File: src/rtl/mem_arbiter.sv
// Byte-serial RAM port arbiter between instruction fetch and load/store.
// MEM has priority; accesses are split into byte transfers and reassembled little-endian.
module mem_arbiter (
  input  logic        clk,
  input  logic        rst,
  input  logic        rdy,
  input  logic        if_req,
  input  logic [31:0] if_addr,
  output logic        if_done,
  output logic [31:0] if_data,
  input  logic        mem_req,
  input  logic        mem_we,
  input  logic [1:0]  mem_len,
  input  logic [31:0] mem_addr,
  input  logic [31:0] mem_wdata,
  output logic        mem_done,
  output logic [31:0] mem_rdata,
  output logic        stall_if,
  output logic        stall_mem,
  output logic [31:0] ram_a,
  output logic [7:0]  ram_dout,
  output logic        ram_wr,
  input  logic [7:0]  ram_din
);

  typedef enum logic [1:0] {S_IDLE, S_READ, S_WRITE, S_DONE} state_t;

  state_t      r_state;
  logic [31:0] r_addr;
  logic [2:0]  r_len;
  logic [2:0]  r_cnt;
  logic [31:0] r_buf;
  logic        r_own_if;

  logic [2:0]  w_mem_n;
  logic [2:0]  w_cnt_inc;
  logic [31:0] w_next_a;
  logic [1:0]  w_lane;
  logic [31:0] w_buf_cap;
  logic [7:0]  w_wbyte;

  // In READ, r_cnt counts cycles spent there: ram_din in cycle r_cnt belongs to lane r_cnt-1.
  always_comb begin
    w_mem_n   = (mem_len == 2'd0) ? 3'd1 : (mem_len == 2'd1) ? 3'd2 : 3'd4;
    w_cnt_inc = r_cnt + 3'd1;
    w_next_a  = r_addr + {29'd0, w_cnt_inc};
    w_lane    = r_cnt[1:0] - 2'd1;
    w_buf_cap = r_buf;
    w_buf_cap[{w_lane, 3'b000} +: 8] = ram_din;
    w_wbyte   = mem_wdata[{w_cnt_inc[1:0], 3'b000} +: 8];
  end

  assign stall_if  = if_req & ~if_done;
  assign stall_mem = mem_req & ~mem_done;

  always_ff @(posedge clk) begin
    if (rst) begin
      r_state   <= S_IDLE;
      r_addr    <= '0;
      r_len     <= '0;
      r_cnt     <= '0;
      r_buf     <= '0;
      r_own_if  <= 1'b0;
      ram_a     <= '0;
      ram_dout  <= '0;
      ram_wr    <= 1'b0;
      if_done   <= 1'b0;
      mem_done  <= 1'b0;
      if_data   <= '0;
      mem_rdata <= '0;
    end else if (rdy) begin
      case (r_state)
        S_IDLE: begin
          if_done  <= 1'b0;
          mem_done <= 1'b0;
          ram_wr   <= 1'b0;
          r_cnt    <= '0;
          if (mem_req) begin
            r_own_if <= 1'b0;
            r_addr   <= mem_addr;
            r_len    <= w_mem_n;
            r_buf    <= '0;
            ram_a    <= mem_addr;
            if (mem_we) begin
              ram_dout <= mem_wdata[7:0];
              ram_wr   <= 1'b1;
              r_state  <= S_WRITE;
            end else begin
              r_state  <= S_READ;
            end
          end else if (if_req) begin
            r_own_if <= 1'b1;
            r_addr   <= if_addr;
            r_len    <= 3'd4;
            r_buf    <= '0;
            ram_a    <= if_addr;
            r_state  <= S_READ;
          end
        end
        S_READ: begin
          if (r_cnt != 3'd0)
            r_buf <= w_buf_cap;
          if (r_cnt == r_len) begin
            r_state <= S_DONE;
            if (r_own_if) begin
              if_done <= 1'b1;
              if_data <= w_buf_cap;
            end else begin
              mem_done  <= 1'b1;
              mem_rdata <= w_buf_cap;
            end
          end else begin
            r_cnt <= w_cnt_inc;
            if (w_cnt_inc < r_len)
              ram_a <= w_next_a;
          end
        end
        S_WRITE: begin
          if (w_cnt_inc < r_len) begin
            ram_a    <= w_next_a;
            ram_dout <= w_wbyte;
            r_cnt    <= w_cnt_inc;
          end else begin
            ram_wr   <= 1'b0;
            mem_done <= 1'b1;
            r_state  <= S_DONE;
          end
        end
        default: begin
          if_done  <= 1'b0;
          mem_done <= 1'b0;
          r_state  <= S_IDLE;
        end
      endcase
    end
  end

endmodule

File: config.mk
export PLATFORM = sky130hd
export DESIGN_NAME = mem_arbiter
export DESIGN_NICKNAME = d
export VERILOG_FILES = /design/src/rtl/mem_arbiter.sv
export SDC_FILE = /design/constraint.sdc
export NUM_CORES = 1
export LEC_CHECK = 0
export CAP_MARGIN = 20
export CORE_ASPECT_RATIO = 0.7
export CORE_MARGIN = 2
export CORE_UTILIZATION = 53
export DETAILED_ROUTE_END_ITERATION = 7
export PLACE_DENSITY = 0.94
export SLEW_MARGIN = 20
export SYNTH_ARGS = -nofsm -noshare
export SYNTH_HDL_FRONTEND = slang
export SYNTH_SLANG_ARGS = --single-unit
File: constraint.sdc
create_clock -name clk -period 10.8 [get_ports clk]
set_input_delay 2.16 -clock clk [delete_from_list [all_inputs] [get_ports clk]]
set_output_delay 2.16 -clock clk [all_outputs]
set_load 0.005 [all_outputs]
# Yosys cells after proc, flatten, opt, wreduce, memory -nomap -nowiden
# Index checks and enable logic that the tools add are counted.
# op_classes
eq_ne,14
n_bitwise,6
addsub,4
reduce_logical,18
n_lt_le_gt_ge,1
n_mux,40
n_shift,3
# op_table
op,count
$mux W32,7
$pmux W32 S3,1
$pmux W32 S2,1
$add A32 B3 Y32,1
$bwmux W32,1
$reduce_and A4 Y1,8
$shift A8 B7 Y32 const A,1
$shiftx A32 B6 Y8,1
$shiftx A8 B7 Y32,1
$mux W8,3
$mux W3,6
$ne A2 B2 Y1 const B,9
$pmux W8 S2,1
$mux W1,10
$mux W2,5
$pmux W3 S3,1
$neg A5 Y7,1
$pmux W1 S2,3
$pmux W2 S3,1
$reduce_and A3 Y1,2
$reduce_bool A2 Y1,3
$reduce_bool A3 Y1,2
$reduce_and A5 Y1,1
$eq A2 B1 Y1 const B,2
other kinds (9),14
# word_totals
input_bits,112
ff_bits,180
out_inout_bits,109

# Logic depth before layout (Yosys ltp)
# logic_depth
depth_word,6
mapped_depth,12
mapped_depth_nobuf,9

# Worst setup path before layout
# No wires, ideal clock.
# synth_timing
kind,input-to-output
start,input mem_req
end,output stall_mem
n_path_buf,2
slack_ps,5682
stages,3
t_required_ps,8640
t_arrival_ps,2958
path_cell_list,buf_2 buf_1 nor2b_1
# synth_via
elab_chain_cells,1
# synth_lines
item,line_no,source
start: declaration,11,"input logic mem_req,"
$and A1 B1 Y1,54,assign stall_mem = mem_req & ~mem_done;
end: declaration,19,"output logic stall_mem,"
# Every way passes these cells.

# Final worst setup path
# layout_timing
start,input if_req
end,output stall_if
# layout_via
elab_chain_cells,1
# layout_lines
item,line_no,source
start: declaration,7,"input logic if_req,"
$and A1 B1 Y1,53,assign stall_if = if_req & ~if_done;
end: declaration,18,"output logic stall_if,"
# Every way passes these cells.

==> flow_metrics.env <==
export IMPL_critPathKind="in2out"
export IMPL_path_max_fanout=4
export IMPL_die_area_um2=17510
export IMPL_worst_r2r_startpoint="r_cnt[0]"
export IMPL_relSlewSlack=0.2768
export IMPL_n_antenna_cell=0
export IMPL_wl_met1_um=11390
export IMPL_synth_edf_count=0
export IMPL_path_clk_slew_ns=0.07
export IMPL_cts_tree="built"
export IMPL_holdCritStartpoint="ram_a[5]"
export IMPL_post_drt_wl_per_cell_um=17.92
export IMPL_synth_area_leaders="dfxtp_1 (41%), a211oi_1 (9.1%), nor2_1 (7.1%), nor2b_1 (5.8%), mux2i_1 (3.7%)"
export IMPL_final_cell_mix="clkdlybuf4s50_1 (218), dfxtp_1 (180), nor2_1 (163), a211oi_1 (105), nor2b_1 (81)"
export IMPL_hold_viol_final=0
export IMPL_grt_pass1_vias=8315
export IMPL_crit_slowest_cell="clkdlybuf4s50_1"
export IMPL_syn2layout_area_growth_pct=32.56
export IMPL_row_count=39
export IMPL_drtAntennaViolNets=0
export IMPL_power_leakage_nw=3.996
export IMPL_fmax_ghz=0.1791
export IMPL_slowest_delay_ns=0.56
export IMPL_post_cts_setup_buffers=0
export IMPL_worstSetupEndpointType="output pin"
export IMPL_ys_seq_elements=180
export IMPL_clock_root_buffer="clkbuf_16"
export IMPL_min_path_type="reg2reg"
export IMPL_setup_viol=0
export IMPL_wl_met3_um=2291
export IMPL_critPathArrivalTime_ns=3.42
export IMPL_portBuffers=220
export IMPL_grt_usage=0.2951
export IMPL_met2_length_um=11650
export IMPL_ctsResizeCount=0
export IMPL_finClkSkew_ns=0.01101
export IMPL_boundaryPins=221
export IMPL_outcome="complete, no violations"
export IMPL_cp_common_cell="clkdlybuf4s50_1"
export IMPL_syn_area_um2=8720
export IMPL_vias=8591
export IMPL_antenna_found_initial=1
export IMPL_final_common_cell="clkdlybuf4s50_1"
export IMPL_fp_dieW_um=157.3
export IMPL_layout_drive_gt1_share=0.06240
export IMPL_synthArstFlopShare=0
export IMPL_grt_max_degree=104
export IMPL_coreArea_um2=16200
export IMPL_clkSinkCount=180
export IMPL_first_pass_iters=5
export IMPL_critPathBufInv=2
export IMPL_drc_errors=0
export IMPL_grt_setup_unrepaired="no"
export IMPL_grt_overflow_total=0
export IMPL_worstSkewPairLatency_ns=0.43
export IMPL_drt_wl_total_um=25860
export IMPL_syn_avg_cell_area_um2=8.417
export IMPL_dr_max_layer_used="met5"
export IMPL_holdBufCountCts=0
export IMPL_viasPerCell=5.954
export IMPL_ff_latch_area_um2=3603
export IMPL_synth_cell_type_count=53
export IMPL_fillCellCount=1245
export IMPL_multi_input_area_um2=4746
export IMPL_synth_top_area_frac=0.4133
export IMPL_cp_top_family="buffers and inverters"
export IMPL_dp_cells=1412
export IMPL_grt_pass1_wl_um=41660
export IMPL_tns_ns=0
export IMPL_start_kind="input pin"
export IMPL_clock_path_buffers=2
export IMPL_finalCritPeriodShare=0.5169
export IMPL_tightestPinTransition_ns=1.085
export IMPL_final_max_slew_viol_count=0
export IMPL_synth_ff_type="dfxtp_1"
export IMPL_startpoint="if_req"
export IMPL_initialDrtViolationCount=899
export IMPL_gp_congestion=0.8603
export IMPL_powerDensity_nw_per_um2=157.3
export IMPL_synth_fp_nets=1164
export IMPL_dieHeight_um=111.3
export IMPL_period_minus_slack_ns=5.583
export IMPL_yosysSeqAreaShare=0.4133
export IMPL_htreeDepth=4
export IMPL_vdd_drop_max_mv=0.09262
export IMPL_yosysWarnings=0
export IMPL_final_instance_count_excl_fill=1443
export IMPL_max_cap_violations=0
export IMPL_hpwl_um=17560
export IMPL_netlist_instances=1036
export IMPL_crit_chain="clkdlybuf4s50_1 -> nor2b_1 -> clkdlybuf4s50_1"
export IMPL_cts_buffers=17
export IMPL_synth_top_area_cell="dfxtp_1"
export IMPL_initial_core_util=0.5382
export IMPL_cp_required_ns=8.64
export IMPL_nets=1334
## logic make-up (layout without fill, tap and decap cells)
family          after synthesis  after routing  synth area share
simple gates                396            396            0.2233
xor+xnor                     21             21           0.02109
flops                       180            180            0.4133
buf+inv                     101            283           0.04577
compound gates              275            275            0.2167
fa+ha+maj                    16             16           0.02382
mux                          47             47           0.05611
## cells in the mapped netlist (15+ instances only)
cell	n
a211oi_1	106
a21oi_1	63
a31oi_1	30
buf_2	16
clkbuf_1	51
dfxtp_1	180
ha_1	15
inv_1	20
mux2_2	15
mux2i_1	32
nand2_1	51
nand3_1	28
nor2_1	164
nor2b_1	81
nor3_1	15
## final timing paths
check                                  to  slack [ns]  depth (start not counted)
worst max-delay path             stall_if        5.22                          3
worst min-delay path             ram_a[5]        0.46                          2
worst max register to register  ram_a[31]        7.04                         10
worst min register to register   ram_a[5]        0.46                          2
## routing by layer
metal  GRT usage  vias up
met5           0        -
met1      0.3977     4073
met3     0.08561       43
met2      0.4571      390
li1            -     4083
met4     0.09394        2
## per-stage QoR
step | total power [mW] | util | setup WS, ns | instance area (um2) | hold slack (ns)
5_1_grt | 1.894 | 0.7135 | 5.146 | 11560 | 0.4738
2_1_floorplan | 1.021 | - | 5.682 | 8720 | 0.4471
3_3_place_gp | 1.203 | 0.6783 | 5.225 | 10990 | 0.4404
6_report | 1.818 | 0.7135 | 5.217 | 11560 | 0.4563
3_5_place_dp | 1.219 | 0.6783 | 5.214 | 10990 | 0.4462
4_1_cts | 1.816 | 0.7134 | 5.209 | 11560 | 0.4599
## state kept, by name (all words and copies together), names as in the netlist
signal / count
if_data: 32
if_done: 1
mem_done: 1
mem_rdata: 32
r_addr: 32
r_buf: 32
r_cnt: 3
r_len: 3
r_own_if: 1
r_state: 2
ram_a: 32
ram_dout: 8
ram_wr: 1
## worst reg2reg max path: cells and delay by family (launching register included)
kind,cells,cell delay [ns]
AO/OA/AOI/OAI,3,0.64
AND/OR/NAND/NOR,2,0.87
flip-flops,1,0.33
XOR/XNOR,1,0.33
buffers and inverters,2,0.59
adder cells (fa/ha/maj),2,0.92
## where the power goes
part / switching, mW / internal, mW
Sequential: 0.0437 / 0.721
Clock: 0.267 / 0.335
Combinational: 0.245 / 0.206
## area by class of cell
type | instances | area share
Clock inverter | 11 | 0.008768
Tap cell | 225 | 0.02436
Inverter | 20 | 0.006495
Clock buffer | 20 | 0.04038
Sequential cell | 180 | 0.3118
Multi-Input combinational cell | 755 | 0.4106
Timing Repair Buffer | 232 | 0.1977
(Power assumes the default switching activity.)
